File: config.mk
export PLATFORM = sky130hd
export DESIGN_NAME = nts_dispatcher_backend
export DESIGN_NICKNAME = d
export VERILOG_FILES = /design/src/rtl/nts_dispatcher_backend.sv
export SDC_FILE = /design/constraint.sdc
export NUM_CORES = 1
export LEC_CHECK = 0
export ABC_AREA = 1
export CAP_MARGIN = 20
export CORE_MARGIN = 2
export CORE_UTILIZATION = 50
export DETAILED_ROUTE_END_ITERATION = 6
export GPL_TIMING_DRIVEN = 0
export MAX_ROUTING_LAYER = met4
export PLACE_DENSITY_LB_ADDON = 0.08
export SYNTH_ARGS = -nofsm -noshare
export SYNTH_HDL_FRONTEND = slang
export SYNTH_SLANG_ARGS = --single-unit
File: constraint.sdc
create_clock -name i_clk -period 17.5 [get_ports i_clk]
set_input_delay 2.625 -clock i_clk [delete_from_list [all_inputs] [get_ports i_clk]]
set_output_delay 2.625 -clock i_clk [all_outputs]
set_load 0.02 [all_outputs]
File: src/rtl/nts_dispatcher_backend.sv
// nts_dispatcher_backend
// Reads one completed frame out of the dispatcher frame store and streams it
// to the NTS engine as 64-bit words with keep/last markers, then releases the
// buffer with a one-cycle read-discard pulse. A FIFO underrun mid-frame flushes
// the pipeline and pulses o_rx_abort instead of emitting a truncated frame.
//
// Build option: define NTS_DISPATCHER_BACKEND_STATS_EN to implement the two
// 32-bit statistics counters; otherwise both stat outputs are tied to zero.
module nts_dispatcher_backend #(
    parameter int ADDR_WIDTH = 8
) (
    input  logic                  i_clk,
    input  logic                  i_areset,
    input  logic                  i_dispatch_packet_available,
    output logic                  o_dispatch_packet_read_discard,
    input  logic [ADDR_WIDTH-1:0] i_dispatch_counter,
    input  logic [7:0]            i_dispatch_data_valid,
    input  logic                  i_dispatch_fifo_empty,
    output logic                  o_dispatch_fifo_rd_en,
    input  logic [63:0]           i_dispatch_fifo_rd_data,
    output logic                  o_rx_valid,
    input  logic                  i_rx_ready,
    output logic [63:0]           o_rx_data,
    output logic [7:0]            o_rx_keep,
    output logic                  o_rx_last,
    output logic                  o_rx_abort,
    output logic [31:0]           o_stat_packets,
    output logic [31:0]           o_stat_aborts
);

    localparam logic [2:0] ST_IDLE       = 3'd0;
    localparam logic [2:0] ST_LATCH      = 3'd1;
    localparam logic [2:0] ST_READ       = 3'd2;
    localparam logic [2:0] ST_DRAIN      = 3'd3;
    localparam logic [2:0] ST_DISCARD    = 3'd4;
    localparam logic [2:0] ST_WAIT_CLEAR = 3'd5;

    logic [2:0]            state_reg;
    logic [2:0]            state_next;
    logic [ADDR_WIDTH-1:0] last_addr_reg;
    logic [7:0]            last_keep_reg;
    // One extra bit so a full frame (last_addr all ones) ends at 2^ADDR_WIDTH
    // instead of wrapping back to zero.
    logic [ADDR_WIDTH:0]   idx_reg;
    logic                  inflight_reg;
    logic                  inflight_last_reg;
    logic [1:0]            occ_reg;
    logic                  wr_ptr_reg;
    logic                  rd_ptr_reg;
    logic                  abort_reg;

    logic                  pop;
    logic                  push;
    logic [1:0]            occ_after_pop;
    logic [1:0]            committed;
    logic                  pending;
    logic                  rd_en;
    logic                  issue_last;
    logic                  underrun;

    logic [63:0]           entry_data [2];
    logic [7:0]            entry_keep [2];
    logic                  entry_last [2];

    // Handshake and read-issue decode. Credit counts the slot freed by a pop
    // this cycle so a steady ready stream sustains one word per cycle while
    // buffered plus in-flight words never exceed the two buffer entries.
    always_comb begin
        pop           = o_rx_valid & i_rx_ready;
        push          = inflight_reg;
        occ_after_pop = occ_reg - {1'b0, pop};
        committed     = occ_after_pop + {1'b0, inflight_reg};
        pending       = (idx_reg <= {1'b0, last_addr_reg});
        rd_en         = (state_reg == ST_READ) && pending &&
                        !i_dispatch_fifo_empty && (committed < 2'd2);
        issue_last    = rd_en && (idx_reg == {1'b0, last_addr_reg});
        underrun      = (state_reg == ST_READ) && pending && i_dispatch_fifo_empty;
    end

    // Next-state logic for the frame readout sequence.
    always_comb begin
        state_next = state_reg;
        case (state_reg)
            ST_IDLE: begin
                if (i_dispatch_packet_available && !i_dispatch_fifo_empty)
                    state_next = ST_LATCH;
            end
            ST_LATCH: state_next = ST_READ;
            ST_READ: begin
                if (underrun)
                    state_next = ST_DISCARD;
                else if (issue_last)
                    state_next = ST_DRAIN;
            end
            ST_DRAIN: begin
                if ((occ_after_pop == 2'd0) && !inflight_reg)
                    state_next = ST_DISCARD;
            end
            ST_DISCARD: state_next = ST_WAIT_CLEAR;
            ST_WAIT_CLEAR: begin
                if (!i_dispatch_packet_available)
                    state_next = ST_IDLE;
            end
            default: state_next = ST_IDLE;
        endcase
    end

    // State register plus per-frame parameters latched on entry.
    always_ff @(posedge i_clk or posedge i_areset) begin
        if (i_areset) begin
            state_reg     <= ST_IDLE;
            last_addr_reg <= '0;
            last_keep_reg <= 8'h00;
            idx_reg       <= '0;
        end else begin
            state_reg <= state_next;
            if (state_reg == ST_LATCH) begin
                last_addr_reg <= i_dispatch_counter;
                last_keep_reg <= (i_dispatch_data_valid == 8'h00) ? 8'hFF
                                                                  : i_dispatch_data_valid;
                idx_reg       <= '0;
            end else if (rd_en) begin
                idx_reg <= idx_reg + 1'b1;
            end
        end
    end

    // In-flight tracking: a read issued this cycle returns data next cycle.
    // An underrun drops whatever is still in flight.
    always_ff @(posedge i_clk or posedge i_areset) begin
        if (i_areset) begin
            inflight_reg      <= 1'b0;
            inflight_last_reg <= 1'b0;
        end else begin
            inflight_reg      <= rd_en & ~underrun;
            inflight_last_reg <= issue_last;
        end
    end

    // Output buffer bookkeeping; an underrun empties it so nothing partial
    // reaches the engine after the abort.
    always_ff @(posedge i_clk or posedge i_areset) begin
        if (i_areset) begin
            occ_reg    <= 2'd0;
            wr_ptr_reg <= 1'b0;
            rd_ptr_reg <= 1'b0;
        end else if (underrun) begin
            occ_reg    <= 2'd0;
            wr_ptr_reg <= 1'b0;
            rd_ptr_reg <= 1'b0;
        end else begin
            occ_reg <= occ_reg + {1'b0, push} - {1'b0, pop};
            if (push)
                wr_ptr_reg <= ~wr_ptr_reg;
            if (pop)
                rd_ptr_reg <= ~rd_ptr_reg;
        end
    end

    // Buffer entries: only the non-head slot is ever written while the head
    // is waiting, so the presented word stays stable under backpressure.
    for (genvar gi = 0; gi < 2; gi++) begin : g_entry
        logic [63:0] data_reg;
        logic [7:0]  keep_reg;
        logic        last_reg;

        // Capture the returning FIFO word into this slot when it is the target.
        always_ff @(posedge i_clk or posedge i_areset) begin
            if (i_areset) begin
                data_reg <= 64'd0;
                keep_reg <= 8'h00;
                last_reg <= 1'b0;
            end else if (push && (wr_ptr_reg == 1'(gi))) begin
                data_reg <= i_dispatch_fifo_rd_data;
                keep_reg <= inflight_last_reg ? last_keep_reg : 8'hFF;
                last_reg <= inflight_last_reg;
            end
        end

        assign entry_data[gi] = data_reg;
        assign entry_keep[gi] = keep_reg;
        assign entry_last[gi] = last_reg;
    end

    // Abort is registered off the underrun so it lands in the cycle the
    // flushed buffer first shows empty, never alongside a valid word.
    always_ff @(posedge i_clk or posedge i_areset) begin
        if (i_areset)
            abort_reg <= 1'b0;
        else
            abort_reg <= underrun;
    end

`ifdef NTS_DISPATCHER_BACKEND_STATS_EN
    logic [31:0] stat_packets_reg;
    logic [31:0] stat_aborts_reg;
    logic        packet_done;

    assign packet_done = (state_reg == ST_DRAIN) && (state_next == ST_DISCARD);

    // Frame and abort counters, wrapping naturally at 32 bits.
    always_ff @(posedge i_clk or posedge i_areset) begin
        if (i_areset) begin
            stat_packets_reg <= 32'd0;
            stat_aborts_reg  <= 32'd0;
        end else begin
            if (packet_done)
                stat_packets_reg <= stat_packets_reg + 32'd1;
            if (underrun)
                stat_aborts_reg <= stat_aborts_reg + 32'd1;
        end
    end

    assign o_stat_packets = stat_packets_reg;
    assign o_stat_aborts  = stat_aborts_reg;
`else
    assign o_stat_packets = 32'd0;
    assign o_stat_aborts  = 32'd0;
`endif

    assign o_dispatch_fifo_rd_en          = rd_en;
    assign o_dispatch_packet_read_discard = (state_reg == ST_DISCARD);
    assign o_rx_valid                     = (occ_reg != 2'd0);
    assign o_rx_data                      = entry_data[rd_ptr_reg];
    assign o_rx_keep                      = entry_keep[rd_ptr_reg];
    assign o_rx_last                      = entry_last[rd_ptr_reg];
    assign o_rx_abort                     = abort_reg;

endmodule

### Word-level counts from Yosys, hierarchy flattened

Cells that the tools add are included.
Widths: inputs -> output; s select.

* bits in registers: 181
* input bits: 85
* output and inout bits: 141
* logic and storage cells: 83

* reductions and logical operators: 19
* $lt $le $gt $ge: 3
* add/sub/neg operators: 5
* muxes and demuxes: 24
* equality and inequality tests: 10
* bitwise gates (word level): 6

Operators by type and width (count)
* $mux 64: 3
* $mux 8: 5
* $mux 9: 2
* $pmux 3 s6: 1
* $mux 3: 5
* $add 9x1->9 const B: 1
* $eq 9x8->1: 1
* $le 9x8->1: 1
* $logic_and 1x1->1: 9
* $logic_not 8->1: 1
* $reduce_bool 2->1: 4
* $mux 1: 7
* $eq 3x2->1 const B: 2
* $eq 3x3->1 const B: 2
* $ne 2x2->1 const B: 3
* $add 2x1->2: 2
* $reduce_and 4->1: 1
* $sub 2x1->2: 2
* $eq 3x1->1 const B: 1
* $logic_not 3->1: 1
* $ne 3x3->1 const B: 1
* $not 1->1: 3
* $and 1x1->1: 2
* $ge 2x2->1 const B: 1
* 5 further kinds: 6

### Longest topological paths before layout

* depth after elaboration: 10
* gate-level depth with buffers: 14
* mapped depth without buffers: 14

### Worst setup path after synthesis

No wires, ideal clock.

* path type: input to output
* start point: in i_rx_ready
* end point: out o_dispatch_fifo_rd_en
* stages: 10
* arrival time: 3.741 ns
* path slack: 11.134 ns
* data required time: 14.875 ns
* path buffers: 0
* path through: nand2_1 > inv_1 > ha_1 > nor2_1 > inv_1 > nand2_1 > nand2_1 > nor2_2 > nand3_4 > inv_1

* cells in the longest elaborated chain, start to end: 5

Ends and longest elaborated chain
* start, declared: RTL line 22 `input logic i_rx_ready,`
* $and 1x1->1: RTL line 69 `pop = o_rx_valid & i_rx_ready;`
* $sub 2x1->2: RTL line 71 `occ_after_pop = occ_reg - {1'b0, pop};`
* $add 2x1->2: RTL line 72 `committed = occ_after_pop + {1'b0, inflight_reg};`
* $lt 2x2->1: RTL line 75 `!i_dispatch_fifo_empty && (committed < 2'd2);`
* $logic_and 1x1->1: RTL line 75
* end, declared: RTL line 19 `output logic o_dispatch_fifo_rd_en,`

No other way between the ends.

### Final worst setup path

Ends and elaborated chain as after synthesis.

==> summary.txt <==
# hold bufs at CTS = 0
Most used DFF post-synth = dfrtp_1
DP HPWL = 15000 µm
Number of vias per cell = 4.82
DRT iter0 DRCs = 516
Slew Limit Fails = 0
Final hold viol count = 0
Worst vdd ir = 112 µV
Syn. warnings = 0
Global-route usage over all layers = 0.243
Layout cells sized above 1 = 0.0879
Clock Tree Root = clkbuf_16
Sink Count = 181
First-pass GRT wire length = 34700 µm
Setup crit end = o_dispatch_fifo_rd_en
Final WS setup = 10.0 ns
Fmax = 133 MHz
Asr flop ratio synth = 1.00
Fillcell total = 1487
Clock Latency Late Sink = 0.43 ns
Worst-margin pin slew = 0.592 ns
#FFs+latches synth = 181
Synth cell count leaders = nand2_1, o21ai_0, dfrtp_1
Pint = 1.25 mW
Avg Synthesized Cell Area = 8.04 µm²
Initial Util = 0.509
Top-count cell post-synth = nand2_1
Power per cell area = 182 nW/µm²
Arr. time, crit path = 4.88 ns
Core ar. = 17200 µm²
# H-tree levels = 4
Util after Layout = 0.668
Clock share of power = 0.180
Slowest stage delay, CP = 0.61 ns
Post-Syn Area = 8740 µm²
Unrepaired setup endpoints after global routing = false
GP Congestion = 0.852
Post-DR wirelength/cell = 13.5 µm
Post-route antenna net violation count = 0
Max_slew headroom = 0.603
Reg2Reg Depth = 13
CP Buf/Inv Count = 5
Total wire length = 21200 µm
R2r setup slk = 15.26 ns
Sw Ratio = 0.402
Required time of the critical path = 14.88 ns
# port buffers = 161
Yosys top cell area share = 0.518
Largest net degree at the start of global routing = 104
Post-synthesis sequential area ratio = 0.518
Max reg flops = 128
Share of power burned in registers = 0.331
Setup Viol. Count Final = 0
Grt total ovfl = 0
Worst-path maximum fanout = 7
CTS max path bufs = 2
Type of the worst setup path = primary input to primary output
Nets = 1429
CTS tree = done
Slowest CP cell = clkdlybuf4s50_1
Fin Clk Skew = 0.00863 ns
Launch point of the worst path = i_rx_ready
Vias in the first global route = 7149
Top cells by area, synth = dfrtp_1, nand2_1, o21ai_0
Tcrit/Tclk final = 0.429
Total stage count of the critical path = 12
Max Cap Violations = 0
Crit Reg-Reg Endpoint = idx_reg[2]
Die X = 136 µm
DR pass1 iterations = 5
Status = finished, final reports clean
Multi-input gate area = 3280 µm²
Area Growth Syn to Fin = 31.3%
Netlist cell types = 30
Psw = 0.840 mW
Critical path endpoint category = primary output
Family with the most delay on the worst path = buffers and inverters
Die area = 18600 µm²
Pre-CTS setup slack = 9.98 ns
Startpoint Class = primary input
CTS resizes = 0
Hold Crit Class = flip-flop to flip-flop
Drt drc = 0
Setup TNS = 0 ns
Post-CTS setup buffers = 0
Via count = 7555
EDFF count, synth = 0
Number of core rows = 48
Register Area = 4530 µm²
Area leader, netlist = dfrtp_1
Worst-path cell chain = clkdlybuf4s50_1 -> nand2_1 -> inv_1 -> ha_1 -> nor2_1 -> inv_1 -> nand2_1 -> nand2_1 -> nor2_2 -> nand3_4 -> inv_1 -> clkdlybuf4s50_1
Cells after Synth = 1087
Reg-to-reg startpoint = occ_reg[1]
Die height = 136 µm
Cts bufs inserted = 17
Cell leakage power = 5.67 nW
Tmin final = 7.50 ns
Fin Hold WS = 0.478 ns
Combinational share of power = 0.489
Clock transition at path regs = 0.06 ns
Worst hold stages = 2
Top-level I/O count = 226
Antenna violations before repair = 0
[per-stage QoR]
step / instances / area [µm²] / power [mW]
2_1_floorplan: 1150 / 8980 / 1.29
3_3_place_gp: 1536 / 10900 / 1.70
3_5_place_dp: 1537 / 10900 / 1.72
4_1_cts: 1567 / 11500 / 2.10
5_1_grt: 1567 / 11500 / 2.24
6_report: 1568 / 11500 / 2.09
[worst min-delay path, stage by stage (launching register included)]
cell and delay (ns):
dfrtp_1 0.34, nand2_1 0.05, nand2_1 0.05
[layer usage]
layer,global-route usage,vias to the layer above,routed length (µm)
met5,-,-,0
met4,0.0804,0,393
met3,0.0350,31,1190
met2,0.377,224,10100
met1,0.332,3560,9560
li1,-,3740,-
[cell usage in the layout (no fill, tap or decap), drive strengths merged]
| master | count |
|---|---|
| dfrtp | 181 |
| clkinvlp | 2 |
| nand3 | 22 |
| xor2 | 4 |
| a21oi | 2 |
| clkinv | 5 |
| inv | 124 |
| a21o | 1 |
| o21ai | 183 |
| nor3 | 5 |
| clkdlybuf4s50 | 161 |
| o31ai | 6 |
| a31oi | 8 |
| ha | 13 |
| diode | 1 |
| xnor2 | 7 |
| bufinv | 2 |
| nor2 | 28 |
| buf | 76 |
| or2 | 2 |
| conb | 64 |
| clkbuf | 61 |
| nand4 | 2 |
| nor4 | 1 |
| nand2 | 382 |
[power by group through the flow]
stage / Sequential, mW / Clock [mW] / Combinational [mW]
2_1_floorplan: 0.678 / 0 / 0.614
3_3_place_gp: 0.691 / 0 / 1.01
3_5_place_dp: 0.697 / 0 / 1.02
4_1_cts: 0.691 / 0.379 / 1.03
5_1_grt: 0.712 / 0.396 / 1.13
6_report: 0.692 / 0.375 / 1.02
[cell families after synthesis]
kind of cell,Yosys count,share of synthesized area
buf+inv,239,0.134
flops,181,0.518
other cells,1,0.000429
xor+xnor,11,0.0110
simple gates,442,0.199
compound gates,200,0.119
fa+ha+maj,13,0.0186
[worst min-delay path by stage]
stage                            startpoint                       to  slack [ns]
floorplan                  last_addr_reg[0]         last_addr_reg[0]        0.45
global placement    g_entry[1].data_reg[60]  g_entry[1].data_reg[60]        0.46
detailed placement  g_entry[1].data_reg[44]  g_entry[1].data_reg[44]        0.46
CTS                 g_entry[1].data_reg[23]  g_entry[1].data_reg[23]        0.48
global route        g_entry[1].data_reg[15]  g_entry[1].data_reg[15]        0.50
finish              g_entry[1].data_reg[23]  g_entry[1].data_reg[23]        0.48
[cell type report]
class	instances	share of cell area
diodes	1	0.000218
plain buffers	118	0.0622
clock buffers	18	0.0383
clock inverters	12	0.0113
inverters	121	0.0402
multi-input cells	730	0.286
flip-flops and latches	181	0.395
well taps	225	0.0245
repair buffers	162	0.143
Power figures use the tool's default switching activity.
==> patch, RTL diff (config.mk and constraints unchanged) <==
Build with the macro `NTS_DISPATCHER_BACKEND_STATS_EN` defined.
--- a/src/rtl/nts_dispatcher_backend.sv
+++ b/src/rtl/nts_dispatcher_backend.sv
@@ -8,2 +8,4 @@
 // 32-bit statistics counters; otherwise both stat outputs are tied to zero.
+`define NTS_DISPATCHER_BACKEND_STATS_EN
+
 module nts_dispatcher_backend #(
Check against the original RTL: not equivalent (Yosys sat finds a counterexample within 4 cycles, from zero or initial values and one cycle with i_areset high).
==> patch against the unedited design <==
  * Clock power grew 46%
  * Hold slack gained 0.92 ps
  * Wire length grew 47%
  * Die area grew 35%
  * Total power grew 18%
  * Sequential cell count grew 64
  * Synthesized area grew 36%
  * Sequential power grew 26%
  * Worst setup slack gained 48 ps
  * Cell area grew 35%
  * Core utilization shrank 0.74 points
  * Maximum frequency grew 0.65%
  * Critical path type unchanged
  * Highest routed layer unchanged
==> patch: results (changes against the unedited design) <==
The number of levels in the clock H-tree is 1 (was 4). The signed area change from the synthesized netlist to the final layout came out at 30.0% (was 31.3%). The hold path endpoint was g_entry[1].data_reg[9] (was g_entry[1].data_reg[23]). The placed instance count is 2,066 (was 1,537). The count of nets after finishing was 1,875 (was 1,429). The arrival time at the worst endpoint is 4830 ps (was 4880 ps). The cell leakage power came to 7.28 nW (was 5.67 nW). The synthesized-area fraction occupied by ao, oa, aoi and oai cells was 0.0754 (was 0.119).

The post-detailed-route via-to-cell ratio came to 5.01 (was 4.82). The total global routing track utilization was 0.258 (was 0.243). The worst clock skew came out at 11.9 ps (was 8.63 ps). The maximum resistive drop on vdd came out at 0.0758 mV (was 0.112 mV).

The ratio of cells with drive above 1 in the final layout is 0.0563 (was 0.0879). The per-instance average area after synthesis is 7.82 um2 (was 8.04 um2). The post-synthesis share of cell area spent on full adders, half adders and majority gates is 0.0147 (was 0.0186). Status: completed (unchanged). The distinct cell type count after synthesis is 32 (was 30). The wire length of the first global-routing pass came out at 50,700 um (was 34,700 um). The switching share of total power came out at 0.382 (was 0.402). The final-layout fill cell count is 2,006 (was 1,487). The origin of the worst min-delay path is g_entry[1].data_reg[9] (was g_entry[1].data_reg[23]). The fraction of synthesized cell area in xor and xnor cells is 0.0464 (was 0.0110). The power density relative to cell area is 160 nW/um2 (was 182 nW/um2).

The endpoint of the worst-slack reg-to-reg timing path is o_stat_packets[3] (was idx_reg[2]). The slack of the worst reg-to-reg path is 15,350 ps (was 15,260 ps). List of most frequent post-synthesis cells: sky130_fd_sc_hd__nand2_1, sky130_fd_sc_hd__dfrtp_1, sky130_fd_sc_hd__o21ai_0, sky130_fd_sc_hd__inv_1, sky130_fd_sc_hd__nor2_1 (was sky130_fd_sc_hd__nand2_1, sky130_fd_sc_hd__o21ai_0, sky130_fd_sc_hd__dfrtp_1, sky130_fd_sc_hd__inv_1, sky130_fd_sc_hd__buf_4). The initial antenna violation count was 1 (was 0). The overall via count from detail_route came to 10,597 (was 7,555).
==> patch: stage by stage <==
step | hold slack (ps) | setup slack [ps]
CTS | 481 | 10000
detailed placement | 464 | 10010
global route | 493 | 9860
finish | 478 | 10040
global placement | 461 | 4930
floorplan | 449 | 8150
==> patch: final cells by class <==
cell class | instances | area share
antenna | 1 | 0.000162
inverter | 139 | 0.0344
sequential | 245 | 0.396
multi-input combinational | 1074 | 0.321
buffer | 62 | 0.0179
clock buffer | 39 | 0.0505
timing repair buffer | 227 | 0.149
clock inverter | 9 | 0.00477
tap | 319 | 0.0258
==> patch: critical path, cell delays in order <==
cell and delay, ps:
sky130_fd_sc_hd__clkdlybuf4s50_1 460, sky130_fd_sc_hd__nand2_1 70, sky130_fd_sc_hd__inv_1 130, sky130_fd_sc_hd__ha_1 270, sky130_fd_sc_hd__inv_1 80, sky130_fd_sc_hd__nand3_1 90
sky130_fd_sc_hd__a21oi_1 200, sky130_fd_sc_hd__nand3_2 160, sky130_fd_sc_hd__inv_1 130, sky130_fd_sc_hd__clkdlybuf4s50_1 610
==> patch: logic make-up (layout without fill, tap and decap cells) <==
group,Yosys count,in the layout
AND/OR/NAND/NOR,820,820
buffers and inverters,201,476
XOR/XNOR,63,63
AO/OA/AOI/OAI,177,177
flip-flops,245,245
adder cells (fa/ha/maj),14,14
other,0,1
==> patch: worst max-delay path by stage <==
| stage | endpoint | slack, ps | cells after the start |
|---|---|---|---|
| after floorplan | g_entry[0].data_reg[0] | 8150 | 1 |
| after global placement | g_entry[0].data_reg[8] | 4930 | 2 |
| after detailed placement | o_dispatch_fifo_rd_en | 10010 | 10 |
| after CTS | o_dispatch_fifo_rd_en | 10000 | 10 |
| after global routing | o_dispatch_fifo_rd_en | 9860 | 10 |
| final | o_dispatch_fifo_rd_en | 10040 | 10 |
==> patch: layer usage <==
layer	track usage	routed length, um	vias up
met3	0.0249	1760	67
met1	0.362	14200	4989
met5	-	0	-
met2	0.405	14500	317
met4	0.0678	743	0
li1	-	-	5224
==> patch: power groups by stage <==
stage	clock [W]	sequential, W	combinational, W
5_1_grt	0.000584	0.000895	0.00117
6_report	0.000547	0.000871	0.00105
3_5_place_dp	0	0.000878	0.00106
3_3_place_gp	0	0.000872	0.00104
2_1_floorplan	0	0.000863	0.000607
4_1_cts	0.000558	0.000870	0.00106
